### config.mk
export PLATFORM = sky130hd
export DESIGN_NAME = vga_plot_arbiter
export DESIGN_NICKNAME = d
export VERILOG_FILES = /design/src/rtl/plot_pkg.sv /design/src/rtl/rr_select.sv /design/src/rtl/vga_plot_arbiter.sv
export SDC_FILE = /design/constraint.sdc
export NUM_CORES = 1
export LEC_CHECK = 0
export ABC_AREA = 0
export CORE_ASPECT_RATIO = 1.75
export CORE_MARGIN = 4
export CORE_UTILIZATION = 42
export CTS_BUF_LIST = sky130_fd_sc_hd__clkbuf_4 sky130_fd_sc_hd__clkbuf_8
export DETAILED_ROUTE_END_ITERATION = 8
export PLACE_DENSITY_LB_ADDON = 0.12
export SYNTH_ARGS = -nofsm -noshare
export SYNTH_HDL_FRONTEND = slang
export SYNTH_SLANG_ARGS = --single-unit
### constraint.sdc
create_clock -name clk -period 2.6 [get_ports clk]
set_clock_uncertainty 0.15 [all_clocks]
set_input_delay 0.39 -clock clk [delete_from_list [all_inputs] [get_ports clk]]
set_output_delay 0.39 -clock clk [all_outputs]
set_load 0.05 [all_outputs]
### src/rtl/plot_pkg.sv
// rtl/plot_pkg.sv - shared state type and screen constants for the sprite plot arbiter
package plot_pkg;

    typedef enum logic [1:0] {
        ST_IDLE  = 2'd0,
        ST_LATCH = 2'd1,
        ST_DRAW  = 2'd2,
        ST_DONE  = 2'd3
    } plot_state_e;

    localparam int unsigned SCREEN_W     = 160;
    localparam int unsigned SCREEN_H     = 120;
    localparam logic [2:0]  COLOUR_BLACK = 3'b000;

endpackage

### src/rtl/rr_select.sv
// rtl/rr_select.sv - combinational round-robin pick starting one past the last owner
module rr_select #(
    parameter int NUM_REQ = 4,
    parameter int IDX_W   = 2
) (
    input  logic [NUM_REQ-1:0] req,
    input  logic [IDX_W-1:0]   last_owner,
    output logic [NUM_REQ-1:0] winner,
    output logic               valid
);

    logic [IDX_W-1:0] sel;

    always_comb begin
        winner = '0;
        valid  = 1'b0;
        sel    = '0;
        // Scan from last_owner+1 around the ring; the first set bit wins.
        for (int k = 1; k <= NUM_REQ; k++) begin
            sel = IDX_W'((int'(last_owner) + k) % NUM_REQ);
            if (!valid && req[sel]) begin
                winner[sel] = 1'b1;
                valid       = 1'b1;
            end
        end
    end

endmodule

### src/rtl/vga_plot_arbiter.sv
// rtl/vga_plot_arbiter.sv - arbitrates sprite requesters onto a single VGA adapter plot port
module vga_plot_arbiter
    import plot_pkg::*;
#(
    parameter int NUM_REQ    = 4,
    parameter int SPRITE_DIM = 8
) (
    input  logic                   clk,
    input  logic                   reset,
    input  logic [NUM_REQ-1:0]     req,
    input  logic [NUM_REQ-1:0]     req_erase,
    input  logic [8*NUM_REQ-1:0]   req_x,
    input  logic [7*NUM_REQ-1:0]   req_y,
    input  logic [3*NUM_REQ-1:0]   req_colour,
    output logic [NUM_REQ-1:0]     grant,
    output logic [NUM_REQ-1:0]     done,
    output logic [7:0]             x_out,
    output logic [6:0]             y_out,
    output logic [2:0]             colour_out,
    output logic                   writeEn,
    output logic                   busy
);

    localparam int IDX_W = (NUM_REQ > 1) ? $clog2(NUM_REQ) : 1;
    localparam int CNT_W = (SPRITE_DIM > 1) ? $clog2(SPRITE_DIM) : 1;
    localparam logic [CNT_W-1:0] CNT_LAST = CNT_W'(SPRITE_DIM - 1);
    localparam logic [IDX_W-1:0] IDX_LAST = IDX_W'(NUM_REQ - 1);

    plot_state_e        state_q, state_d;
    logic [NUM_REQ-1:0] grant_q, grant_d;
    logic [IDX_W-1:0]   owner_q, owner_d;
    logic [IDX_W-1:0]   last_owner_q, last_owner_d;
    logic [7:0]         base_x_q, base_x_d;
    logic [6:0]         base_y_q, base_y_d;
    logic [2:0]         colour_q, colour_d;
    logic [CNT_W-1:0]   cx_q, cx_d;
    logic [CNT_W-1:0]   cy_q, cy_d;

    logic [NUM_REQ-1:0] rr_winner;
    logic               rr_valid;
    logic [IDX_W-1:0]   win_idx;
    logic [7:0]         own_x;
    logic [6:0]         own_y;
    logic [2:0]         own_colour;
    logic               own_erase;
    logic [8:0]         sum_x;
    logic [7:0]         sum_y;
    logic               clip;

    rr_select #(
        .NUM_REQ (NUM_REQ),
        .IDX_W   (IDX_W)
    ) u_rr_select (
        .req        (req),
        .last_owner (last_owner_q),
        .winner     (rr_winner),
        .valid      (rr_valid)
    );

    always_comb begin
        win_idx = '0;
        for (int i = 0; i < NUM_REQ; i++) begin
            if (rr_winner[i]) begin
                win_idx = IDX_W'(i);
            end
        end
    end

    // Owner's input slices, selected by the registered owner index.
    always_comb begin
        own_x      = '0;
        own_y      = '0;
        own_colour = '0;
        own_erase  = 1'b0;
        for (int i = 0; i < NUM_REQ; i++) begin
            if (owner_q == IDX_W'(i)) begin
                own_x      = req_x[8*i +: 8];
                own_y      = req_y[7*i +: 7];
                own_colour = req_colour[3*i +: 3];
                own_erase  = req_erase[i];
            end
        end
    end

    // One bit wider than the screen coordinate so off-screen pixels are detectable.
    assign sum_x = 9'(base_x_q) + 9'(cx_q);
    assign sum_y = 8'(base_y_q) + 8'(cy_q);
    assign clip  = (sum_x >= 9'(SCREEN_W)) || (sum_y >= 8'(SCREEN_H));

    always_comb begin
        state_d      = state_q;
        grant_d      = grant_q;
        owner_d      = owner_q;
        last_owner_d = last_owner_q;
        base_x_d     = base_x_q;
        base_y_d     = base_y_q;
        colour_d     = colour_q;
        cx_d         = cx_q;
        cy_d         = cy_q;
        done         = '0;
        writeEn      = 1'b0;
        x_out        = '0;
        y_out        = '0;
        colour_out   = '0;

        case (state_q)
            ST_IDLE: begin
                if (rr_valid) begin
                    grant_d = rr_winner;
                    owner_d = win_idx;
                    state_d = ST_LATCH;
                end
            end
            ST_LATCH: begin
                base_x_d = own_x;
                base_y_d = own_y;
                colour_d = own_erase ? COLOUR_BLACK : own_colour;
                cx_d     = '0;
                cy_d     = '0;
                state_d  = ST_DRAW;
            end
            ST_DRAW: begin
                x_out      = sum_x[7:0];
                y_out      = sum_y[6:0];
                colour_out = colour_q;
                writeEn    = !clip;
                cx_d       = cx_q + CNT_W'(1);
                if (cx_q == CNT_LAST) begin
                    cx_d = '0;
                    cy_d = cy_q + CNT_W'(1);
                    if (cy_q == CNT_LAST) begin
                        cy_d    = '0;
                        state_d = ST_DONE;
                    end
                end
            end
            ST_DONE: begin
                done         = grant_q;
                last_owner_d = owner_q;
                grant_d      = '0;
                state_d      = ST_IDLE;
            end
            default: begin
                state_d = ST_IDLE;
            end
        endcase
    end

    always_ff @(posedge clk or posedge reset) begin
        if (reset) begin
            state_q      <= ST_IDLE;
            grant_q      <= '0;
            owner_q      <= '0;
            last_owner_q <= IDX_LAST;
            base_x_q     <= '0;
            base_y_q     <= '0;
            colour_q     <= '0;
            cx_q         <= '0;
            cy_q         <= '0;
        end else begin
            state_q      <= state_d;
            grant_q      <= grant_d;
            owner_q      <= owner_d;
            last_owner_q <= last_owner_d;
            base_x_q     <= base_x_d;
            base_y_q     <= base_y_d;
            colour_q     <= colour_d;
            cx_q         <= cx_d;
            cy_q         <= cy_d;
        end
    end

    assign grant = grant_q;
    assign busy  = (state_q != ST_IDLE);

endmodule

; Word-level counts from Yosys, hierarchy flattened
; Index checks and enable logic that the tools add are counted.
[classes]
n_eq_ne = 11
reduce_logical = 21
mux = 60
bitwise_logic = 3
magnitude_cmp = 10
add_sub_neg = 8
n_shift = 0
div_mod_pow = 0
mul = 0
[op_table]
columns = cell, n
row1 = two-way mux 8 bit, 5
row2 = two-way mux 7 bit, 5
row3 = two-way mux 3 bit, 9
row4 = two-way mux 4 bit, 6
row5 = two-way mux 1 bit, 18
row6 = less-than comparator 2 x 3 -> 1 bit (second input constant), 4
row7 = OR 4 bit, 3
row8 = one-hot mux 3 bit (2 select lines), 2
row9 = two-way mux 2 bit, 5
row10 = adder 8 x 3 -> 9 bit, 1
row11 = >= comparator 9 x 8 -> 1 bit (second input constant), 1
row12 = adder 7 x 3 -> 8 bit, 1
row13 = binary-select mux 1 bit (select 2 bit), 4
row14 = demux 1 bit (select 2 bit), 4
row15 = == test 2 bit (second input constant), 4
row16 = >= comparator 2 x 1 -> 1 bit (second input constant), 4
row17 = >= comparator 8 x 7 -> 1 bit (second input constant), 1
row18 = one-hot mux 2 bit (4 select lines), 1
row19 = one-hot mux 4 bit (2 select lines), 1
row20 = logical AND 1 bit, 7
row21 = adder 3 x 1 -> 3 bit (second input constant), 2
row22 = == test 3 bit (second input constant), 2
row23 = inequality test 2 bit (second input constant), 3
row24 = AND reduction 2 bit, 3
row25 = other kinds (8), 17
[word_totals]
inputBits = 82
elab_cells = 122
ff_bits = 34
mem_bits_rw = 0
out_inout_bits = 28
romBits = 0
n_memories = 0
latch_bits = 0

; Logic depth before layout (Yosys ltp)
[depth]
depth_word = 16
ltp_mapped = 10
ltp_nobuf = 9

; Modules after synthesis
; From an unflattened synthesis, not the netlist that was laid out.
[unflattened]
cells_unflattened = 282
hier_area_um2 = 2935.3
[by_module_without_submodules]
columns = module, instances, area_per_inst_um2, cells_each
row1 = vga_plot_arbiter, 1, 2519.9, 234
row2 = rr_select, 1, 415.4, 48

; Worst setup path after synthesis
; Ideal clock, no wire load.
[synth_timing]
path_kind = register to output
from = register cy_q[0]
to = output port writeEn
path_stages_with_launch = 10
n_path_buf = 0
setup_slack_ns = -0.787
arrival_time_ns = 2.847
required_ns = 2.060
path_cell_list = dfrtp_1 -> ha_1 -> inv_1 -> fa_1 -> nor2b_1 -> o21ai_0 -> and2_1 -> o21ai_0 -> a21oi_1 -> a211oi_1
[synth_between]
elab_chain_len = 5
[synth_lines]
columns = item, line_no
row1 = start: declaration, vga_plot_arbiter.sv:37  ; logic [CNT_W-1:0] cy_q, cy_d;
row2 = start signal: assignment, vga_plot_arbiter.sv:169  ; cy_q <= cy_d;
row3 = adder 7 x 3 -> 8 bit, vga_plot_arbiter.sv:87  ; assign sum_y = 8'(base_y_q) + 8'(cy_q);
row4 = >= comparator 8 x 7 -> 1 bit, vga_plot_arbiter.sv:88  ; assign clip = (sum_x >= 9'(SCREEN_W)) || (sum_y >= 8'(SCREEN_H));
row5 = logical OR 1 bit, vga_plot_arbiter.sv:88
row6 = logical NOT 1 bit, vga_plot_arbiter.sv:126  ; writeEn = !clip;
row7 = two-way mux 1 bit, vga_plot_arbiter.sv:106  ; case (state_q)
row8 = end: declaration, vga_plot_arbiter.sv:20  ; output logic writeEn,
; Every way passes these cells.

; Final worst setup path
[layout_timing]
from = register cx_q[0]
to = output port writeEn
[layout_between]
elab_chain_len = 5
[layout_lines]
columns = item, line_no
row1 = start: declaration, vga_plot_arbiter.sv:36  ; logic [CNT_W-1:0] cx_q, cx_d;
row2 = start signal: assignment, vga_plot_arbiter.sv:158  ; cx_q <= '0;
row3 = start signal: assignment, vga_plot_arbiter.sv:168  ; cx_q <= cx_d;
row4 = adder 8 x 3 -> 9 bit, vga_plot_arbiter.sv:86  ; assign sum_x = 9'(base_x_q) + 9'(cx_q);
row5 = >= comparator 9 x 8 -> 1 bit, vga_plot_arbiter.sv:88
row6 = logical OR 1 bit, vga_plot_arbiter.sv:88
row7 = logical NOT 1 bit, vga_plot_arbiter.sv:126
row8 = two-way mux 1 bit, vga_plot_arbiter.sv:106
; Every way passes these cells.

==> impl_metrics.tcl <==
set metrics [dict create \
    cpPeakStageDelay_ps 480 \
    slowest_stage "or4_4" \
    place_ws_ps -148 \
    dp.cells 499 \
    worst_pin_slew_ps 529 \
    synthTopCellsByArea "dfrtp_1, mux4_2, ha_1" \
    grt_overflow 0 \
    crit_required_ps 2060 \
    fin_cells 512 \
    gp_routability_congestion 1.04 \
    pwr_density_cell_mw_per_mm2 1130 \
    final.period_utilization_pct 111 \
    areaGrowthSynthToFinish_pct 66.5 \
    die_y_um 119 \
    ys_seq_area_share_pct 29.1 \
    cts_max_level 2 \
    root_buffer "clkbuf_8" \
    n_antenna_cell 0 \
    ys.warnings.count 0 \
    ys_ff_latch 34 \
    syn_inst 285 \
    crit_fanout 2 \
    placed_area_mm2 0.00455 \
    async_reset_ff_share_pct 100 \
    slew_violations 0 \
    max_freq_mhz 347 \
    routed_via_density 5.47 \
    route.detailed.drc 0 \
    grt_max_degree 35 \
    rows 40 \
    dieArea_mm2 0.00843 \
    post-dp-hpwl_um 7630 \
    final_common_cell "clkdlybuf4s50_1" \
    dr.first_iter.drc_count 60 \
    worstSetupStartpointType "flop" \
    critPathArrivalTime_ps 2340 \
    postRouteAntennaNets 0 \
    cts_tree "built" \
    clkLatencyLatePin_ps 300 \
    core_area_mm2 0.00681 \
    nFillCells 532 \
    worst_slack_ps -279 \
    synth_cell_types 52 \
    final_area_mm2 0.00488 \
    final_cell_mix "clkdlybuf4s50_1, buf_4, dfrtp_1" \
    initial_utilization_pct 43.1 \
    syn_area_mm2 0.00293 \
    drt-total-wl_um 9230 \
    wire_per_inst_um 18.0 \
    crit_chain "ha_2 > inv_2 > fa_2 > nor2b_2 > or4_4 > o21a_1 > a211oi_4 > buf_12" \
    hold_buffers 0 \
    synth_largest_area_cell "dfrtp_1" \
    outcome "finished with violations" \
    cts_buffers 5 \
    ir_drop_v 0.000663 \
    grt_pass1_vias 3006 \
    synth_edf_count 0 \
    drv_cap 0 \
    failed_checks "negative setup slack" \
    seq_area_um2 853 \
    grt_use_total_pct 22.5 \
    synth.avg_cell_area_um2 10.3 \
    drive_gt1_share_pct 34.6 \
    yosysTopAreaCellShare_pct 27.3 \
    final_nets 533 \
    firstDrtPassIters 4 \
    syn_nets 391 \
    multiInputGateArea_mm2 0.00211 \
    rsz0062_at_grt "true" \
    io-pin-count 110 \
    dieWidth_um 71.2 \
    hold_violations 0 \
    finalSetupViolations 3 \
    io_buffer_count 109 \
    crit_type "reg2out" \
    endpoint_kind "output port" \
    cts_sinks 34 \
    vias 2799 \
    power_leakage_nw 2.05 \
    cts_buffer_depth 2 \
    period_minus_slack_ps 2880 \
    antenna_found_initial 0 \
    path_clk_slew_ps 70 \
    synth_ff_type "dfrtp_1" \
    grt_pass1_wl_um 14800 \
    max_slew_margin_pct 64.6 \
    hold_class "in2async" \
]
[state kept, by name, indices dropped and copies added (netlist names)]
register      count
last_owner_q      2
cy_q              3
cx_q              3
base_x_q          8
grant             4
colour_q          3
state_q           2
base_y_q          7
owner_q           2
[final cells by class]
type	count	share of cell area, %
Timing Repair Buffer	149	32.8
Clock inverter	2	1.23
Multi-Input combinational cell	219	43.3
Tap cell	84	2.15
Inverter	18	1.38
Sequential cell	34	17.5
Clock buffer	6	1.69
[where the power goes]
| part | internal (mW) | total (mW) | switching (mW) | leakage [nW] |
|---|---|---|---|---|
| Clock | 0.409 | 0.613 | 0.204 | 0.0714 |
| Sequential | 0.765 | 1.00 | 0.238 | 0.420 |
| Combinational | 1.95 | 3.88 | 1.94 | 1.56 |
[metal layers]
metal | GRT usage, % | vias to the layer above | routed length [µm]
met5 | 0 | - | 0
met4 | 10.5 | 0 | 234
met3 | 4.43 | 15 | 460
met2 | 43.3 | 91 | 5400
met1 | 22.0 | 1376 | 3130
li1 | - | 1317 | -
[path summary, 6_finish.rpt]
path,depth (start not counted),start,slack [ps],end
worst min-delay path,3,reset,340,state_q[0]
max in group asynchronous,3,reset,1610,last_owner_q[0]
worst max register to register,8,last_owner_q[0],90,owner_q[0]
min in group clk,2,colour_q[0],370,colour_q[0]
worst min register to register,2,colour_q[0],370,colour_q[0]
worst max-delay path,8,cx_q[0],-280,writeEn
[per-stage QoR]
step                      hold WS, ps  TNS (ps)  utilization (%)  power [mW]
after floorplan                   337      -328                -        3.29
after global placement            346      -220             66.8        4.68
after detailed placement          358      -471             66.8        4.75
after CTS                         344      -691             70.0        5.43
after global routing              394      -916             71.7        5.86
final                             340      -552             71.7        5.50
[cell families (layout without fill, tap and decap cells)]
kind of cell             after synthesis  count (layout)  synth area share [%]
flip-flops                            34              34                  29.1
AO/OA/AOI/OAI                         57              57                  13.5
AND/OR/NAND/NOR                       87              87                  16.0
multiplexers                          44              44                  24.1
buffers and inverters                 32             175                  4.44
adder cells (fa/ha/maj)               24              24                  10.8
XOR/XNOR                               7               7                  2.09
[worst max-delay path, delay by kind of cell (launching register included)]
family,cells,cell delay (ps)
fa+ha+maj,2,400
compound gates,2,480
flops,1,390
buf+inv,2,230
simple gates,2,530
[repair_timing]
action                     4_1_cts  5_1_grt
resized for setup               21       17
buffers inserted                 3        2
pin swaps                       14        9
setup endpoints to repair        9       12
[synthesized netlist by cell type, types with 2 or more instances]
cell type   n
mux4_2     18
nor2_1     12
a21o_1      5
fa_1        2
nor3b_1     2
dfstp_2     2
dfrtp_1    32
o21ai_0    21
ha_1       22
mux2_2     19
and2_1     16
nor4b_1     2
nand3_1     5
nand2_1    21
inv_1      18
buf_2       2
xnor2_1     6
buf_1       3
nand2b_1    5
a211oi_1    3
mux2i_1     3
o31ai_1     2
nor3_1      2
mux2i_2     3
a2111oi_2   2
o22ai_1     4
a21oi_1     4
nor2b_1     8
o21a_1      2
a22o_1      4
clkbuf_1    8
or3_1       2
and3_1      6
(Power assumes the default switching activity.)
==> RTL edit 1 (same settings) <==
Change the parameter `SPRITE_DIM` from 8 to 16.
--- a/src/rtl/vga_plot_arbiter.sv
+++ b/src/rtl/vga_plot_arbiter.sv
@@ -3,7 +3,7 @@
     import plot_pkg::*;
 #(
     parameter int NUM_REQ    = 4,
-    parameter int SPRITE_DIM = 8
+    parameter int SPRITE_DIM = 16
 ) (
     input  logic                   clk,
     input  logic                   reset,
Check against the original RTL: no difference found for any inputs over 10 cycles, from zero or initial values and one cycle with reset high; that may be too few to reach the edited logic, so the function may still have changed.
==> RTL edit 1 against the original RTL <==
The run still ends with setup timing left. Sequential cell count up 2. Hold slack gained 0.013 ns. Design area is 0.79% lower. Clock power decreased by 37%. Count of clock-buffer cells in the layout stayed put. Critical path depth unchanged. Area after synthesis up 4.0%. Routed wire length is 6.1% lower. Worst setup slack gained 0.034 ns. Power fell by 0.87%. Largest power group unchanged. Highest routed layer unchanged.
==> RTL edit 1: results (changes against the original RTL) <==
metric;value;unit;change
status;complete, but fails checks;;unchanged
failed_checks;setup timing;;unchanged
synth.top_cell.area_share;0.279;;was 0.273
vias_per_cell;5.56;;was 5.47
largest_registers;base_x_q (8), base_y_q (7);;
multi_input_cells;229;;was 219
tns;-0.662;ns;was -0.552 ns
final_util;0.696;;was 0.717
crit_start;base_x_q[0];;was cx_q[0]
worstSkewPairLatency;0.29;ns;
grt_pass1_wl;13800;µm;was 14,800 µm
dp_hpwl;6950;µm;was 7630 µm
power.total;5450;µW;was 5500 µW
grt_start_max_net_pins;37;;was 35
nNetsFinal;536;;was 533
finalSetupViolations;6;;was 3
ir_worst_vdd;0.706;mV;was 0.663 mV
synthesis.nets;400;;was 391
layoutNonFillerInstCount;515;;was 512
clockNetworkAreaShare;0.0168;;was 0.0292
synth_mux_area_frac;0.220;;was 0.241
num-nonclk-inverters;17;;was 18
synthTopCellsByCount;dfrtp_1 (34), nand2_1 (23), o21ai_0 (23), ha_1 (21);;was dfrtp_1 (32), ha_1 (22), nand2_1 (21), o21ai_0 (21), mux2_2 (19)
seq-cell-share;0.187;;was 0.175
buffer_area_frac;0.316;;was 0.328
die_area;8740;µm²;was 8430 µm²
fin_ws;-0.245;ns;was -0.279 ns
synth.area.top_cells;dfrtp_1 (28%), mux4_2 (14%), ha_1 (8.6%);;was dfrtp_1 (27%), mux4_2 (14%), ha_1 (9.4%)
yosys_warnings;0;;unchanged
synth_fa_ha_area_frac;0.0993;;was 0.108
cp_data_arrival_time;2.31;ns;was 2.34 ns
placed_area;4600;µm²;was 4550 µm²
synth_xor_area_frac;0.0287;;was 0.0209
synth_compound_area_frac;0.155;;was 0.135
place_congestion;0.933;;was 1.04
p_sw_frac;0.454;;was 0.432
clock_sinks;36;;was 34
wl;8670;µm;was 9230 µm
dr.pass1.iters;4;;unchanged
drive_gt1_frac;0.325;;was 0.346
nNonClkBuffers;142;;was 149
power_frac_seq;0.201;;was 0.183
wl_met2;5070;µm;was 5400 µm
crit_fanout;3;;was 2
power_leakage;0.00203;µW;was 0.00205 µW
synth_cell_types;54;;was 52
relSlewSlack;0.665;;was 0.646
avgSynthCellArea;10.3;µm²;about the same
clockPowerShare;0.071;;was 0.111
wl_met3;357;µm;was 460 µm
seq_area_frac_synth;0.296;;was 0.291
grtUsageTotal;0.202;;was 0.225
timing.rr.start;last_owner_q[1];;was last_owner_q[0]
place_ws;-0.0907;ns;was -0.148 ns
RTL edit 1: critical path, stage by stage (launching register included):
cell and delay, ns:
dfrtp_1 0.39, ha_2 0.21, fa_2 0.36, a21o_1 0.19, a21oi_2 0.17, o311ai_1 0.10, o311a_1 0.16, a211oi_4 0.26
buf_12 0.17
RTL edit 1: path summary, 6_finish.rpt:
check                                  endpoint  slack [ns]  cells after the start
min in group clk                    base_x_q[2]        0.37                      1
max in group asynchronous       last_owner_q[1]        1.60                      3
worst min-delay path                    cx_q[3]        0.35                      3
worst min register to register      base_x_q[2]        0.37                      1
worst max register to register         grant[3]        0.11                      7
worst max-delay path                    writeEn       -0.25                      8
RTL edit 1: timing repair:
action	in CTS	in global routing
setup buffers	3	4
pin swaps	9	11
resized for setup	23	12
gates cloned	0	0
endpoints found under the setup margin	8	11
RTL edit 1: routing by layer:
metal,GRT usage,up-vias
met5,0,-
met4,0.0693,0
met3,0.0291,16
met2,0.406,85
met1,0.200,1400
li1,-,1362
==> RTL edit 2 (config.mk and constraints unchanged) <==
Without the edit above. Re-encode `plot_state_e` (4 states) as one-hot, 4 bits wide.
--- a/src/rtl/plot_pkg.sv
+++ b/src/rtl/plot_pkg.sv
@@ -1,11 +1,11 @@
 // rtl/plot_pkg.sv - shared state type and screen constants for the sprite plot arbiter
 package plot_pkg;
 
-    typedef enum logic [1:0] {
-        ST_IDLE  = 2'd0,
-        ST_LATCH = 2'd1,
-        ST_DRAW  = 2'd2,
-        ST_DONE  = 2'd3
+    typedef enum logic [3:0] {
+        ST_IDLE  = 4'b0001,
+        ST_LATCH = 4'b0010,
+        ST_DRAW  = 4'b0100,
+        ST_DONE  = 4'b1000
     } plot_state_e;
 
     localparam int unsigned SCREEN_W     = 160;
Behaviour: no difference found for any inputs over 10 cycles, from zero or initial values and one cycle with reset high; not proved beyond that.
==> RTL edit 2 against the original RTL <==
Sequential share of layout area is 1.7 points higher. Design area is 3.6% lower. Worst setup slack better by 0.18 ns. Die area is 4.1% lower. Via count is 3.0% lower. Routed wire length is 5.8% lower. Cell count is 0.78% lower. Sequential cell count is 2 higher. Area after synthesis is 4.5% lower. Power is 34% lower. Largest power group unchanged. Synthesized cell count stayed put. The flow still finishes with violations (setup timing).
==> RTL edit 2: results (changes against the original RTL) <==
metric;value;unit;change
fillers;473;;was 532
first_iter_violations;99;;was 60
place_inst;494;;was 499
nNetsFinal;527;;was 533
seq-cell-share;0.192;;was 0.175
status;complete, but fails checks;;unchanged
synth_fa_ha_area_frac;0.0948;;was 0.108
avgSynthCellArea;9.82;µm²;was 10.3 µm²
route.vias.total;2715;;was 2,799
drive_gt1_frac;0.308;;was 0.346
synth_xor_area_frac;0.0250;;was 0.0209
p_comb_frac;0.590;;was 0.706
dp_hpwl;6980;µm;was 7630 µm
p_sw_frac;0.428;;was 0.432
clockPowerShare;0.115;;was 0.111
failed_checks;setup timing;;unchanged
grt_pass1_vias;2894;;was 3,006
clkbuf_count;7;;was 6
hp-class;flip-flop to flip-flop;;was input port to asynchronous set/reset pin
finalSetupViolations;3;;unchanged
post-cts-setup-buffers;5;;was 3
synth_cell_types;54;;was 52
fin_ws;-0.0967;ns;was -0.279 ns
layoutNonFillerInstCount;508;;was 512
rr_worst_depth;6;;was 8
[RTL edit 2: layer usage]
layer	vias to the layer above	global-route usage	wire length (µm)
li1	1301	-	-
met1	1311	0.205	2880
met2	82	0.445	5200
met3	21	0.0399	341
met4	0	0.0908	274
met5	-	0	0
[RTL edit 2: worst max-delay path by stage]
stage / start / end / cells after the start
after CTS: cx_q[1] / writeEn / 8
after global placement: base_y_q[0] / writeEn / 10
after global routing: cx_q[0] / x_out[6] / 8
after floorplan: state_q[3] / x_out[2] / 3
final: cx_q[0] / x_out[6] / 8
after detailed placement: base_y_q[0] / writeEn / 10
[RTL edit 2: worst max-delay path: stages, from the launching register on]
cell	delay (ns)
dfrtp_1	0.38
ha_2	0.19
inv_2	0.04
fa_2	0.36
nor2b_4	0.15
o21ai_4	0.07
or3_4	0.35
a21oi_4	0.17
buf_12	0.15
